$ cat src/rtl/display_pkg.sv
// Shared definitions for the 8x8 bi-colour display: frame geometry, drawing opcodes, colours.
package display_pkg;

  localparam int unsigned FB_ADDR_W  = 6;
  localparam int unsigned FB_COLOR_W = 2;

  localparam logic [2:0] OP_NOP   = 3'd0;
  localparam logic [2:0] OP_SET   = 3'd1;
  localparam logic [2:0] OP_ROW   = 3'd2;
  localparam logic [2:0] OP_COL   = 3'd3;
  localparam logic [2:0] OP_FILL  = 3'd4;
  localparam logic [2:0] OP_CLEAR = 3'd5;

  localparam logic [1:0] C_OFF    = 2'b00;
  localparam logic [1:0] C_GREEN  = 2'b01;
  localparam logic [1:0] C_RED    = 2'b10;
  localparam logic [1:0] C_YELLOW = 2'b11;

  typedef enum logic [1:0] {SwSingle, SwRow, SwCol, SwFull} sweep_mode_e;

  typedef enum logic [1:0] {StIdle, StWrite, StFin} fb_state_e;

  function automatic logic op_is_write(input logic [2:0] op);
    return (op >= OP_SET) && (op <= OP_CLEAR);
  endfunction

  function automatic sweep_mode_e op_to_mode(input logic [2:0] op);
    sweep_mode_e mode;
    case (op)
      OP_ROW:            mode = SwRow;
      OP_COL:            mode = SwCol;
      OP_FILL, OP_CLEAR: mode = SwFull;
      default:           mode = SwSingle;
    endcase
    return mode;
  endfunction

endpackage

$ cat src/rtl/display_fb_writer_if.sv
// Drawing-command handshake between control logic (master) and the frame writer (slave).
interface display_fb_writer_if #(
  parameter int unsigned ADDR_W  = display_pkg::FB_ADDR_W,
  parameter int unsigned COLOR_W = display_pkg::FB_COLOR_W
);

  logic               cmd_valid;
  logic               cmd_ready;
  logic [2:0]         cmd_op;
  logic [ADDR_W-1:0]  cmd_pos;
  logic [COLOR_W-1:0] cmd_color;

  modport master (
    output cmd_valid,
    output cmd_op,
    output cmd_pos,
    output cmd_color,
    input  cmd_ready
  );

  modport slave (
    input  cmd_valid,
    input  cmd_op,
    input  cmd_pos,
    input  cmd_color,
    output cmd_ready
  );

endinterface

$ cat src/rtl/display_fb_sweep_gen.sv
// Pixel sweep for one burst: index counter, row/col/full address mux and last-index flag.
module display_fb_sweep_gen
  import display_pkg::*;
(
  input  logic                 scan_clk,
  input  logic                 rst_n,
  input  logic                 start,
  input  logic                 step,
  input  sweep_mode_e          mode,
  input  logic [FB_ADDR_W-1:0] pos,
  output logic                 last,
  output logic [FB_ADDR_W-1:0] nxt_addr,
  output logic                 nxt_last
);

  logic [5:0]           cnt_q, cnt_d;
  sweep_mode_e          mode_q, mode_d;
  logic [FB_ADDR_W-1:0] pos_q, pos_d;

  function automatic logic is_last(input sweep_mode_e m, input logic [5:0] idx);
    logic res;
    case (m)
      SwRow, SwCol: res = (idx[2:0] == 3'd7);
      SwFull:       res = (idx == 6'd63);
      default:      res = 1'b1;
    endcase
    return res;
  endfunction

  function automatic logic [FB_ADDR_W-1:0] sweep_addr(input sweep_mode_e m,
                                                      input logic [FB_ADDR_W-1:0] p,
                                                      input logic [5:0] idx);
    logic [FB_ADDR_W-1:0] res;
    case (m)
      SwRow:   res = {p[5:3], idx[2:0]};
      SwCol:   res = {idx[2:0], p[2:0]};
      SwFull:  res = idx;
      default: res = p;
    endcase
    return res;
  endfunction

  always_comb begin
    cnt_d  = cnt_q;
    mode_d = mode_q;
    pos_d  = pos_q;
    if (start) begin
      cnt_d  = '0;
      mode_d = mode;
      pos_d  = pos;
    end else if (step) begin
      cnt_d = cnt_q + 6'd1;
    end
  end

  // Address and last flag are looked up on the next index so the writer can register them.
  assign last     = is_last(mode_q, cnt_q);
  assign nxt_last = is_last(mode_d, cnt_d);
  assign nxt_addr = sweep_addr(mode_d, pos_d, cnt_d);

  always_ff @(posedge scan_clk or negedge rst_n) begin
    if (!rst_n) begin
      cnt_q  <= '0;
      mode_q <= SwSingle;
      pos_q  <= '0;
    end else begin
      cnt_q  <= cnt_d;
      mode_q <= mode_d;
      pos_q  <= pos_d;
    end
  end

endmodule

$ cat src/rtl/display_fb_writer.sv
// Frame RAM write side: turns drawing commands into bursts of single-pixel writes.
module display_fb_writer
  import display_pkg::*;
#(
  parameter int unsigned ADDR_W  = FB_ADDR_W,
  parameter int unsigned COLOR_W = FB_COLOR_W
) (
  input  logic                scan_clk,
  input  logic                rst_n,
  display_fb_writer_if.slave  cmd,
  output logic                ram_wr_en,
  output logic [ADDR_W-1:0]   ram_wr_addr,
  output logic [COLOR_W-1:0]  ram_wr_data,
  output logic                busy,
  output logic                done
);

  fb_state_e            state_q, state_d;
  logic [COLOR_W-1:0]   color_q, color_d;
  logic                 accept, start, step;
  logic                 last, nxt_last;
  logic [FB_ADDR_W-1:0] nxt_addr;
  logic                 wr_en_d, done_d, busy_d;
  logic [ADDR_W-1:0]    addr_d;
  logic [COLOR_W-1:0]   data_d;

  assign cmd.cmd_ready = (state_q == StIdle);
  assign accept        = cmd.cmd_valid && cmd.cmd_ready;

  display_fb_sweep_gen u_sweep (
    .scan_clk (scan_clk),
    .rst_n    (rst_n),
    .start    (start),
    .step     (step),
    .mode     (op_to_mode(cmd.cmd_op)),
    .pos      (cmd.cmd_pos),
    .last     (last),
    .nxt_addr (nxt_addr),
    .nxt_last (nxt_last)
  );

  always_ff @(posedge scan_clk or negedge rst_n) begin
    if (!rst_n) begin
      state_q     <= StIdle;
      color_q     <= '0;
      ram_wr_en   <= 1'b0;
      ram_wr_addr <= '0;
      ram_wr_data <= '0;
      busy        <= 1'b0;
      done        <= 1'b0;
    end else begin
      state_q     <= state_d;
      color_q     <= color_d;
      ram_wr_en   <= wr_en_d;
      ram_wr_addr <= addr_d;
      ram_wr_data <= data_d;
      busy        <= busy_d;
      done        <= done_d;
    end
  end

  always_comb begin
    state_d = state_q;
    color_d = color_q;
    start   = 1'b0;
    step    = 1'b0;
    unique case (state_q)
      StIdle: begin
        if (accept) begin
          start   = 1'b1;
          color_d = (cmd.cmd_op == OP_CLEAR) ? C_OFF : cmd.cmd_color;
          state_d = op_is_write(cmd.cmd_op) ? StWrite : StFin;
        end
      end
      StWrite: begin
        if (last) begin
          state_d = StIdle;
        end else begin
          step = 1'b1;
        end
      end
      StFin:   state_d = StIdle;
      default: state_d = StIdle;
    endcase
  end

  // Outputs are registered from next-state values so the first write lands right after accept.
  always_comb begin
    wr_en_d = (state_d == StWrite);
    done_d  = (state_d == StFin) || (wr_en_d && nxt_last);
    busy_d  = (state_d != StIdle);
    addr_d  = wr_en_d ? nxt_addr : ram_wr_addr;
    data_d  = wr_en_d ? color_d : ram_wr_data;
  end

endmodule
$ cat src/flat_wrapper.sv
// flat-port wrapper written by rule: the top's interface ports become plain ports
module display_fb_writer_flat import display_pkg::*;
#(
  parameter int unsigned ADDR_W  = FB_ADDR_W,
  parameter int unsigned COLOR_W = FB_COLOR_W
)
  (scan_clk, rst_n, ram_wr_en, ram_wr_addr, ram_wr_data, busy, done, cmd_cmd_valid, cmd_cmd_op, cmd_cmd_pos, cmd_cmd_color, cmd_cmd_ready);
  display_fb_writer_if #(.ADDR_W(ADDR_W), .COLOR_W(COLOR_W)) cmd_i ();
  input  logic scan_clk;
  input  logic rst_n;
  output logic ram_wr_en;
  output logic [ADDR_W-1:0] ram_wr_addr;
  output logic [COLOR_W-1:0] ram_wr_data;
  output logic busy;
  output logic done;
  input wire logic [$bits(cmd_i.cmd_valid)-1:0] cmd_cmd_valid;
  input wire logic [$bits(cmd_i.cmd_op)-1:0] cmd_cmd_op;
  input wire logic [$bits(cmd_i.cmd_pos)-1:0] cmd_cmd_pos;
  input wire logic [$bits(cmd_i.cmd_color)-1:0] cmd_cmd_color;
  output wire logic [$bits(cmd_i.cmd_ready)-1:0] cmd_cmd_ready;
  assign cmd_i.cmd_valid = cmd_cmd_valid;
  assign cmd_i.cmd_op = cmd_cmd_op;
  assign cmd_i.cmd_pos = cmd_cmd_pos;
  assign cmd_i.cmd_color = cmd_cmd_color;
  assign cmd_cmd_ready = cmd_i.cmd_ready;
  display_fb_writer #(.ADDR_W(ADDR_W), .COLOR_W(COLOR_W)) u_core (.scan_clk(scan_clk), .rst_n(rst_n), .cmd(cmd_i), .ram_wr_en(ram_wr_en), .ram_wr_addr(ram_wr_addr), .ram_wr_data(ram_wr_data), .busy(busy), .done(done));
endmodule
$ cat config.mk
export PLATFORM = sky130hd
export DESIGN_NAME = display_fb_writer_flat
export DESIGN_NICKNAME = d
export VERILOG_FILES = /design/src/rtl/display_pkg.sv /design/src/rtl/display_fb_writer_if.sv /design/src/rtl/display_fb_sweep_gen.sv /design/src/rtl/display_fb_writer.sv /design/src/flat_wrapper.sv
export SDC_FILE = /design/constraint.sdc
export NUM_CORES = 1
export LEC_CHECK = 0
export ABC_AREA = 1
export CAP_MARGIN = 5
export CORE_ASPECT_RATIO = 0.8
export CORE_MARGIN = 1.5
export CORE_UTILIZATION = 35
export DETAILED_ROUTE_END_ITERATION = 10
export DONT_BUFFER_PORTS = 1
export SYNTH_ARGS = -nofsm -noshare
export SYNTH_HDL_FRONTEND = slang
export SYNTH_SLANG_ARGS = --single-unit
export TNS_END_PERCENT = 20
$ cat constraint.sdc
create_clock -name scan_clk -period 2.8 [get_ports scan_clk]
set_input_delay 0.56 -clock scan_clk [delete_from_list [all_inputs] [get_ports scan_clk]]
set_output_delay 0.56 -clock scan_clk [all_outputs]
set_load 0.02 [all_outputs]
==> impl_results.md, run 1 <==
- Max-cap viol count: 0
- Post-synth EDFFs: 0
- Initial Util: 36.6%
- Worst Setup End Kind: flip-flop
- Clock transition at path regs: 70 ps
- Core area: 4620 µm²
- Post-CTS sizing: 0
- Worst Tran Pin Value: 424 ps
- Layout Cell Area excl Fill: 1880 µm²
- Crit path time final: 2280 ps
- Port Buf Inserts: 0
- Worst Path Max Fanout: 6
- Register area share after synthesis: 42.8%
- Synthesized area: 1690 µm²
- Setup CP Type: flip-flop to flip-flop
- Routed Antenna Nets: 0
- Placer Congestion: 0.811
- CTS tree: yes
- Inserted Clock Buffers: 5
- Clk_skew: 6.84 ps
- Number of global-route vias before repair: 1241
- CP max stage delay: 400 ps
- GRT Util Overall: 15.3%
- Asr flop ratio synth: 100%
- Root buffer cell: clkbuf_8
- Slowest cell on the critical path: dfrtp_1
- CP Cell Sequence: nor2_2 > nand2_4 > nor2_2 > inv_2 > o22ai_1 > inv_1 > ha_1 > nor2_1 > o21ai_0 > a21oi_1 > nor2_1
- DP HPWL: 2.63 mm
- Die width: 80.8 µm
- Max Slew Vio Count: 0
- Clock Sinks: 29
- Area Overhead vs Synth: 11.1%
- CP required: 2980 ps
- Pwr Total: 0.895 mW
- Worst vdd ir: 0.199 mV
- Global-route wire length before repair: 5.99 mm
- Worst EP arrival: 2450 ps
- Post-synthesis cell type count: 28
- RSZ-0062 raised after global routing: false
- Final wirelength: 3.47 mm
- Slew headroom: 71.7%
- DP Area: 1740 µm²
- Die area: 5270 µm²
- Avg Cell Area, Syn: 8.51 µm²
- Initial antenna violation count: 0
- CP bufs+invs: 2
- Post-placement cell count: 258
- Final hold violations: 0
- Non-Filler Instances: 267
- FF-to-FF path depth: 11
- Top FF cell, synth: dfrtp_1
- Setup violators final: 0
- Io pins: 26
- DR iter-0 viols: 49
- Largest delay contributor family on the critical path: simple AND/OR/NAND/NOR gates
- Post-CTS Setup Inserts: 0
- DRC viols: 0
- Critical path depth: 11
- Antenna cells: 0
- Share of layout cells above drive strength 1: 18.8%
- Startpoint Class: flip-flop
- LEAKAGE: 1.06 nW
- Vias: 1223
- Synth warn: 0
- Max Fclk: 439 MHz
- Syn Inst Count: 199
- Vias per cell: 4.58
- Longest Clk Path Bufs: 2
- Syn Nets: 222
- Die Height: 65.2 µm
- Worst-Skew Late Latency: 280 ps
- Synth Register Bits: 29
- Largest net degree at the start of global routing: 30
- Outcome: complete, no violations
- Drt pass-1 iters: 4
- NumNets Final: 229
- Hold Path Class: input port to asynchronous set/reset pin
- GRT overflow: 0
- WL/cell: 13.0 µm
- Fin Setup TNS: 0 ps
- Crit share post-route: 81.4%
- Cell Pwr Density: 476 nW/µm²
- H-tree depth: 2
- Std-Cell Rows: 22
==> report_power, final <==
group	internal, mW	switching [mW]	total [mW]	leakage [nW]
sequential	0.419	0	0.419	0.349
combinational	0.00532	0.0135	0.0189	0.658
clock	0.289	0.169	0.458	0.0574
==> layout make-up <==
class	count	area, µm²
multi-input combinational	126	771
clock inverter	2	37.5
inverter	41	155
clock buffer	6	82.6
sequential	29	726
tap	60	75.1
fill	482	2740
timing repair buffer	3	35.0
==> placed cells by master (no fill, tap or decap), drive strengths merged <==
cell type and n:
a21oi 4, a31oi 3, buf 3, bufinv 1
clkbuf 6, clkinv 2, clkinvlp 1, dfrtp 29
ha 9, inv 39, mux2i 3, nand2 41
nand3 13, nor2 29, o21ai 16, o22ai 2
o32ai 1, or2 3, xor2 2
==> state kept, by name (all words and copies together), names as in the netlist <==
signal                 flops
u_core.done                1
u_core.ram_wr_data         2
u_core.state_q             2
u_core.u_sweep.cnt_q       6
u_core.busy                1
u_core.ram_wr_addr         6
u_core.u_sweep.mode_q      2
u_core.color_q             2
u_core.ram_wr_en           1
u_core.u_sweep.pos_q       6
==> cells by family after synthesis <==
kind of cell,share of synthesized area (%)
simple gates,26.0
buf+inv,11.7
flops,42.8
compound gates,10.0
fa+ha+maj,6.65
mux,1.77
xor+xnor,1.03
==> timing repair <==
action                                  4_1_cts  5_1_grt
endpoints found under the setup margin        0        0
hold endpoints to repair                     29        0
hold buffers                                  1        0
==> synthesized netlist by cell type, types with 3 or more instances <==
cell type / n / area share [%]
ha_1: 9 / 6.6
nor2_1: 21 / 4.7
mux2i_1: 3 / 1.8
nand2_1: 33 / 7.3
a31oi_1: 3 / 1.1
nor2_4: 4 / 2.7
o21ai_0: 8 / 2.4
dfrtp_1: 29 / 43
nand3_2: 3 / 1.8
nor2_2: 4 / 1.5
o21ai_1: 7 / 2.1
inv_1: 33 / 7.3
nand2_2: 6 / 2.2
nand3_1: 10 / 3.0
inv_2: 6 / 1.3
a21oi_1: 4 / 1.2
==> metrics by stage <==
stage	hold WS, ps	setup WS [ps]	util, %
floorplan	264	496	-
global placement	266	592	37.7
detailed placement	266	523	37.7
CTS	92.8	510	40.7
global route	94.2	239	40.7
finish	93.4	522	40.7
==> final timing paths <==
path | startpoint | endpoint | slack [ps]
hold reg to reg | u_core.u_sweep.pos_q[2] | u_core.u_sweep.pos_q[2] | 480
min in group scan_clk | cmd_cmd_pos[0] | u_core.u_sweep.pos_q[0] | 420
setup / recovery | u_core.state_q[0] | u_core.ram_wr_addr[3] | 520
hold / removal | rst_n | u_core.ram_wr_addr[2] | 90
setup reg to reg | u_core.state_q[0] | u_core.ram_wr_addr[3] | 520
max in group asynchronous | rst_n | u_core.ram_wr_addr[0] | 2540
==> per-layer routing <==
metal / share of wire [%] / wire length (µm) / vias up / global-route usage [%]
li1: - / - / 625 / -
met1: 50 / 1720 / 563 / 21.8
met2: 42 / 1450 / 31 / 21.1
met3: 7.8 / 272 / 4 / 6.81
met4: 0.86 / 30 / 0 / 3.23
met5: 0 / 0 / - / 0
Power figures use the tool's default switching activity.
==> inputs of run 2 (changes only) <==
==> constraint.sdc (replaced) <==
create_clock -name scan_clk -period 2.4 [get_ports scan_clk]
set_input_delay 0.48 -clock scan_clk [delete_from_list [all_inputs] [get_ports scan_clk]]
set_output_delay 0.48 -clock scan_clk [all_outputs]
set_load 0.02 [all_outputs]
==> impl_results.md, run 2 (same netlist as run 1, synthesis figures left out) <==
- Std-Cell Rows: 22 (unchanged)
- Clk pwr share: 50.8% (-0.3 points)
- Core area: 4620 µm² (unchanged)
- DR iter-0 viols: 69 (+41%)
- Vias per cell: 4.58 (unchanged)
- GRT Util Overall: 15.0% (-0.30 points)
- Worst Setup End Kind: flip-flop
- Setup violators final: 0 (unchanged)
- Post-placement cell count: 258 (unchanged)
- Top flop regs: u_core.ram_wr_addr (6), u_core.u_sweep.cnt_q (6), u_core.u_sweep.pos_q (6)
- WL/cell: 13.1 µm (+0.58%)
- Final wirelength: 3.49 mm (+0.58%)
- Final hold violations: 0 (unchanged)
- Clk_skew: 9.49 ps (+2.65 ps)
- NumNets Final: 229 (unchanged)
- Share of layout cells above drive strength 1: 19.3% (+0.48 points)
- Drt pass-1 iters: 4 (unchanged)
- Port Buf Inserts: 0 (unchanged)
- Max-cap viol count: 0 (unchanged)
- Die width: 80.8 µm (unchanged)
- Io pins: 26 (unchanged)
- Sequential Power Share: 47.0% (+0.2 points)
- Die area: 5270 µm² (unchanged)
- Longest Clk Path Bufs: 2 (unchanged)
- LEAKAGE: 1.07 nW (+0.21%)
- Net load switching power: 0.208 mW (+14%)
- Startpoint Class: flip-flop
- Worst Tran Pin Value: 441 ps (+17.9 ps)
- Outcome: complete, no violations
- Inserted Clock Buffers: 5 (unchanged)
- Max Fclk: 467 MHz (+6.4%)
- Fin Setup TNS: 0 ps (unchanged)
- Pint: 0.832 mW (+17%)
- Routed Antenna Nets: 0 (unchanged)
- RSZ-0062 raised after global routing: false
- Number of global-route vias before repair: 1175 (-5.3%)
- GRT overflow: 0 (unchanged)
- Global-route wire length before repair: 5.84 mm (-2.5%)
- FILL cells: 476 (-1.2%)
- Clock Sinks: 29 (unchanged)
- Initial antenna violation count: 0 (unchanged)
- Placer Congestion: 0.787 (-2.9%)
- Worst-Skew Late Latency: 280 ps (about the same)
- DRC viols: 0 (unchanged)
- CP required: 2570 ps (-410 ps)
- CTS tree: yes
- Root buffer cell: clkbuf_8
- Worst EP arrival: 2310 ps (-140 ps)
- H-tree depth: 2 (unchanged)
- Worst Path Max Fanout: 12 (+6)
- Crit path time final: 2140 ps (-138 ps)
- Max Slew Vio Count: 0 (unchanged)
- Crit share post-route: 89.2% (+7.8 points)
- Vias: 1223 (unchanged)
- Sw frac: 20.0% (-0.32 points)
- Worst vdd ir: 0.305 mV (+53%)
- Area Overhead vs Synth: 11.4%
- Commonest cells after routing, fill and taps aside: inv_1, nand2_1, dfrtp_1
- Largest net degree at the start of global routing: 30 (unchanged)
- Hold Path Class: input port to asynchronous set/reset pin
- Cell Pwr Density: 551 nW/µm² (+16%)
- Combinational share of power: 2.2% (about the same)
- Antenna cells: 0 (unchanged)
- DP HPWL: 2.67 mm (+1.6%)
- Slew headroom: 70.5% (-1.2 points)
- Initial Util: 36.6% (unchanged)
- Clock transition at path regs: 70 ps (about the same)
- Die Height: 65.2 µm (unchanged)
- Non-Filler Instances: 267 (unchanged)
- Setup CP Type: flip-flop to flip-flop
[run 2: cell type report]
cell class              instances  area, µm²  area share, %
clock buffers                   6       82.6           4.37
clock inverters                 2       37.5           1.99
inverters                      41        155           8.22
multi-input cells             126        777           41.2
flip-flops and latches         29        726           38.4
well taps                      60       75.1           3.98
repair buffers                  3       35.0           1.86
[run 2: per-layer routing]
metal  GRT usage (%)  up-vias  share of wire (%)
li1                -      627                  -
met1            21.8      562                 51
met2            20.3       32                 40
met3            5.28        2                7.6
met4            5.17        0               0.49
met5               0        -                  0
[run 2: path summary, 6_finish.rpt]
path                                         start  slack, ps  cells after the start                       to
max in group asynchronous                    rst_n       2210                      1  u_core.u_sweep.cnt_q[4]
min in group scan_clk               cmd_cmd_pos[1]        350                      2  u_core.u_sweep.pos_q[1]
min                                          rst_n         20                      1  u_core.u_sweep.cnt_q[5]
min reg2reg                u_core.u_sweep.pos_q[2]        490                      2  u_core.u_sweep.pos_q[2]
max reg2reg                      u_core.state_q[0]        260                     11    u_core.ram_wr_addr[4]
max                              u_core.state_q[0]        260                     11    u_core.ram_wr_addr[4]
[run 2: power groups by stage]
| stage | logic [mW] | registers (mW) | clock network [mW] |
|---|---|---|---|
| global placement | 0.0102 | 0.498 | 0 |
| CTS | 0.0238 | 0.489 | 0.545 |
| detailed placement | 0.00961 | 0.498 | 0 |
| global route | 0.0265 | 0.488 | 0.569 |
| finish | 0.0229 | 0.489 | 0.529 |
| floorplan | 0.00785 | 0.498 | 0 |
[run 2: worst max-delay path, cell delays in order, from the launching register on]
cell and delay (ps):
dfrtp_1 390, nor2_2 190, nand2_4 160, nor2_2 120, inv_2 60, o32ai_4 280, inv_2 90, ha_1 250
nor2_1 180, o21ai_0 110, a21oi_1 140, nor2_1 60
[run 2: repair_timing]
item / 4_1_cts / 5_1_grt
hold buffers: 1 / 0
setup buffers: 0 / 0
gates resized for setup: 0 / 1
setup endpoints to repair: 0 / 2
hold endpoints to repair: 29 / 0
[run 2: stage by stage]
step	power [mW]	util, %	worst slack (ps)	hold WS, ps	instance area (µm²)
global route	1.08	40.8	74.4	19.3	1890
CTS	1.06	40.7	165	18.5	1880
global placement	0.508	37.7	267	185	1740
floorplan	0.506	-	95.8	184	1690
finish	1.04	40.8	260	23.7	1890
detailed placement	0.508	37.7	165	185	1740
==> inputs of run 3 (changes only) <==
--- a/config.mk
+++ b/config.mk
@@ -9,10 +9,10 @@
 export CAP_MARGIN = 5
 export CORE_ASPECT_RATIO = 0.8
 export CORE_MARGIN = 1.5
-export CORE_UTILIZATION = 35
+export CORE_UTILIZATION = 41
 export DETAILED_ROUTE_END_ITERATION = 10
 export DONT_BUFFER_PORTS = 1
 export SYNTH_ARGS = -nofsm -noshare
 export SYNTH_HDL_FRONTEND = slang
 export SYNTH_SLANG_ARGS = --single-unit
-export TNS_END_PERCENT = 20
+export TNS_END_PERCENT = 1
==> impl_results.md, run 3 (same netlist as run 1, synthesis figures left out) <==
- Global-route wire length before repair: 5.40 mm (-7.6%)
- Initial Util: 43.7% (+7.0 points)
- GRT Util Overall: 16.5% (+1.5 points)
- Crit share post-route: 86.5% (-2.7 points)
- Startpoint Class: flip-flop
- Antenna cells: 0 (unchanged)
- Die area: 4530 µm² (-14%)
- CTS tree: yes
- WL/cell: 12.5 µm (-4.0%)
- Met2 GRT Util: 24.9% (+4.6 points)
- Std-Cell Rows: 20 (-9.1%)
- Root buffer cell: clkbuf_8
- DR iter-0 viols: 71 (+2.9%)
- Post-CTS Setup Inserts: 0 (unchanged)
- Largest net degree at the start of global routing: 30 (unchanged)
- Final wirelength: 3.30 mm (-5.4%)
- Max Slew Vio Count: 0 (unchanged)
- Setup CP Type: flip-flop to flip-flop
- H-tree depth: 2 (unchanged)
- Non-Filler Instances: 263 (-1.5%)
- Combinational share of power: 2.3% (about the same)
- WHS: 15.1 ps (-8.63 ps)
- Worst-Skew Late Latency: 280 ps (about the same)
- Clk pwr share: 46.4% (-4.4 points)
- Placer Congestion: 0.868 (+10%)
- Reg area: 726 µm² (unchanged)
- Setup violators final: 0 (unchanged)
- Reg2reg start: u_core.state_q[0]
- CP endpoint: u_core.ram_wr_addr[4]
- Die width: 74.9 µm (-7.3%)
- LEAKAGE: 1.07 nW (about the same)
- Slew headroom: 71.0% (+0.55 points)
- Multi-input gate area: 771 µm² (-0.81%)
- R2R setup slack: 320 ps (+60 ps)
- GRT overflow: 0 (unchanged)
- FILL cells: 389 (-18%)
- Pre-CTS setup slack: 302 ps (+137 ps)
- Drt pass-1 iters: 4 (unchanged)
- Routing usage on met1: 22.9% (+1.1 points)
- Worst vdd ir: 0.510 mV (+67%)
- Area Overhead vs Synth: 10.0%
- Io pins: 26 (unchanged)
- Die Height: 60.5 µm (-7.3%)
- Final hold violations: 0 (unchanged)
- DP HPWL: 2.49 mm (-6.9%)
- Share of layout cells above drive strength 1: 19.2% (-0.093 points)
- Initial antenna violation count: 0 (unchanged)
- Fin util: 48.1% (+7.2 points)
- Max-cap viol count: 0 (unchanged)
- Routed Antenna Nets: 0 (unchanged)
- Post-placement cell count: 254 (-1.6%)
- Met3 Use GR: 4.98% (-0.29 points)
- Crit path time final: 2080 ps (-65.0 ps)
- Sw frac: 20.9% (+0.90 points)
- Vias per cell: 4.65 (+1.4%)
- NumNets Final: 230 (+0.44%)
- Port Buf Inserts: 0 (unchanged)
- DP Area: 1740 µm² (about the same)
- Reg-to-Reg End: u_core.ram_wr_addr[4]
- Top flop regs: u_core.ram_wr_addr (6), u_core.u_sweep.cnt_q (6), u_core.u_sweep.pos_q (6)
- Worst EP arrival: 2250 ps (-60 ps)
- Post-CTS sizing: 0 (unchanged)
- Worst Tran Pin Value: 433 ps (-8.28 ps)
- Inserted Clock Buffers: 5 (unchanged)
- Vias: 1222 (-0.082%)
- Pwr Total: 0.953 mW (-8.4%)
- Layout Cell Area excl Fill: 1860 µm² (-1.3%)
- DRC viols: 0 (unchanged)
- Clk_skew: 4.13 ps (-5.36 ps)
- Clock transition at path regs: 60 ps (about the same)
- Net load switching power: 0.199 mW (-4.3%)
- Fin Setup TNS: 0 ps (unchanged)
- CP startpoint: u_core.state_q[0]
- Pint: 0.754 mW (-9.4%)
- GRT busiest layer: met2
- Sequential Power Share: 51.3% (+4.3 points)
- Cell Pwr Density: 511 nW/µm² (-7.2%)
- Longest Clk Path Bufs: 2 (unchanged)
- Worst Slack Setup Final: 325 ps (+65.0 ps)
- RSZ-0062 raised after global routing: false
- Outcome: complete, no violations
- Worst Path Max Fanout: 6 (-6)
- FF-to-FF path depth: 11 (unchanged)
- Worst Setup End Kind: flip-flop
- Number of global-route vias before repair: 1128 (-4.0%)
- CP required: 2570 ps (about the same)
- Max Fclk: 482 MHz (+3.1%)
- Core area: 3880 µm² (-16%)
- Clock Sinks: 29 (unchanged)
- Hold Path Class: input port to asynchronous set/reset pin
- Commonest cells after routing, fill and taps aside: inv_1, nand2_1, dfrtp_1
[run 3: cell types whose count changed in the layout (fill, tap and decap cells not counted), sizes merged]
cell | previous run | this run
bufinv | 1 | 0
clkinvlp | 1 | 0
buf | 3 | 4
clkbuf | 6 | 7
clkinv | 2 | 3
[run 3: worst min path at each step]
stage / start / to / slack (ps) / depth (start not counted)
final: rst_n / u_core.u_sweep.cnt_q[0] / 20 / 1
after global routing: rst_n / u_core.u_sweep.pos_q[1] / 20 / 1
after CTS: rst_n / u_core.ram_wr_addr[0] / 10 / 1
after detailed placement: rst_n / u_core.u_sweep.pos_q[0] / 180 / 0
after global placement: rst_n / u_core.u_sweep.pos_q[0] / 190 / 0
after floorplan: rst_n / u_core.busy / 180 / 0
[run 3: what timing repair did]
item                                    4_1_cts  5_1_grt
endpoints found under the setup margin        0        0
hold buffers                                  1        0
endpoints found under the hold margin        29        0
[run 3: routing by layer]
layer	routed length, µm	vias to the layer above
met1	1670	553
li1	-	631
met5	0	-
met3	195	3
met4	28	0
met2	1400	35
[run 3: layout make-up]
cell class              count  share of cell area (%)
clock buffers               7                    5.17
clock inverters             1                   0.268
inverters                  41                    8.32
multi-input cells         126                    41.3
flip-flops and latches     29                    38.9
well taps                  55                    3.69
repair buffers              4                    2.28
[run 3: power by group through the flow]
stage	clock network (mW)	registers (mW)	logic [mW]
floorplan	0	0.498	0.00785
global placement	0	0.498	0.00924
detailed placement	0	0.498	0.00910
CTS	0.456	0.489	0.0225
global route	0.477	0.488	0.0258
finish	0.443	0.489	0.0216
[run 3: worst max-delay path, stage by stage, from the launching register on]
cell and delay (ps):
dfrtp_1 400, nor2_2 170, nand2_4 70, nor2_2 100, inv_2 50, o32ai_4 310
inv_2 90, ha_1 270, nor2_1 190, o21ai_0 120, a21oi_1 150, nor2_1 60
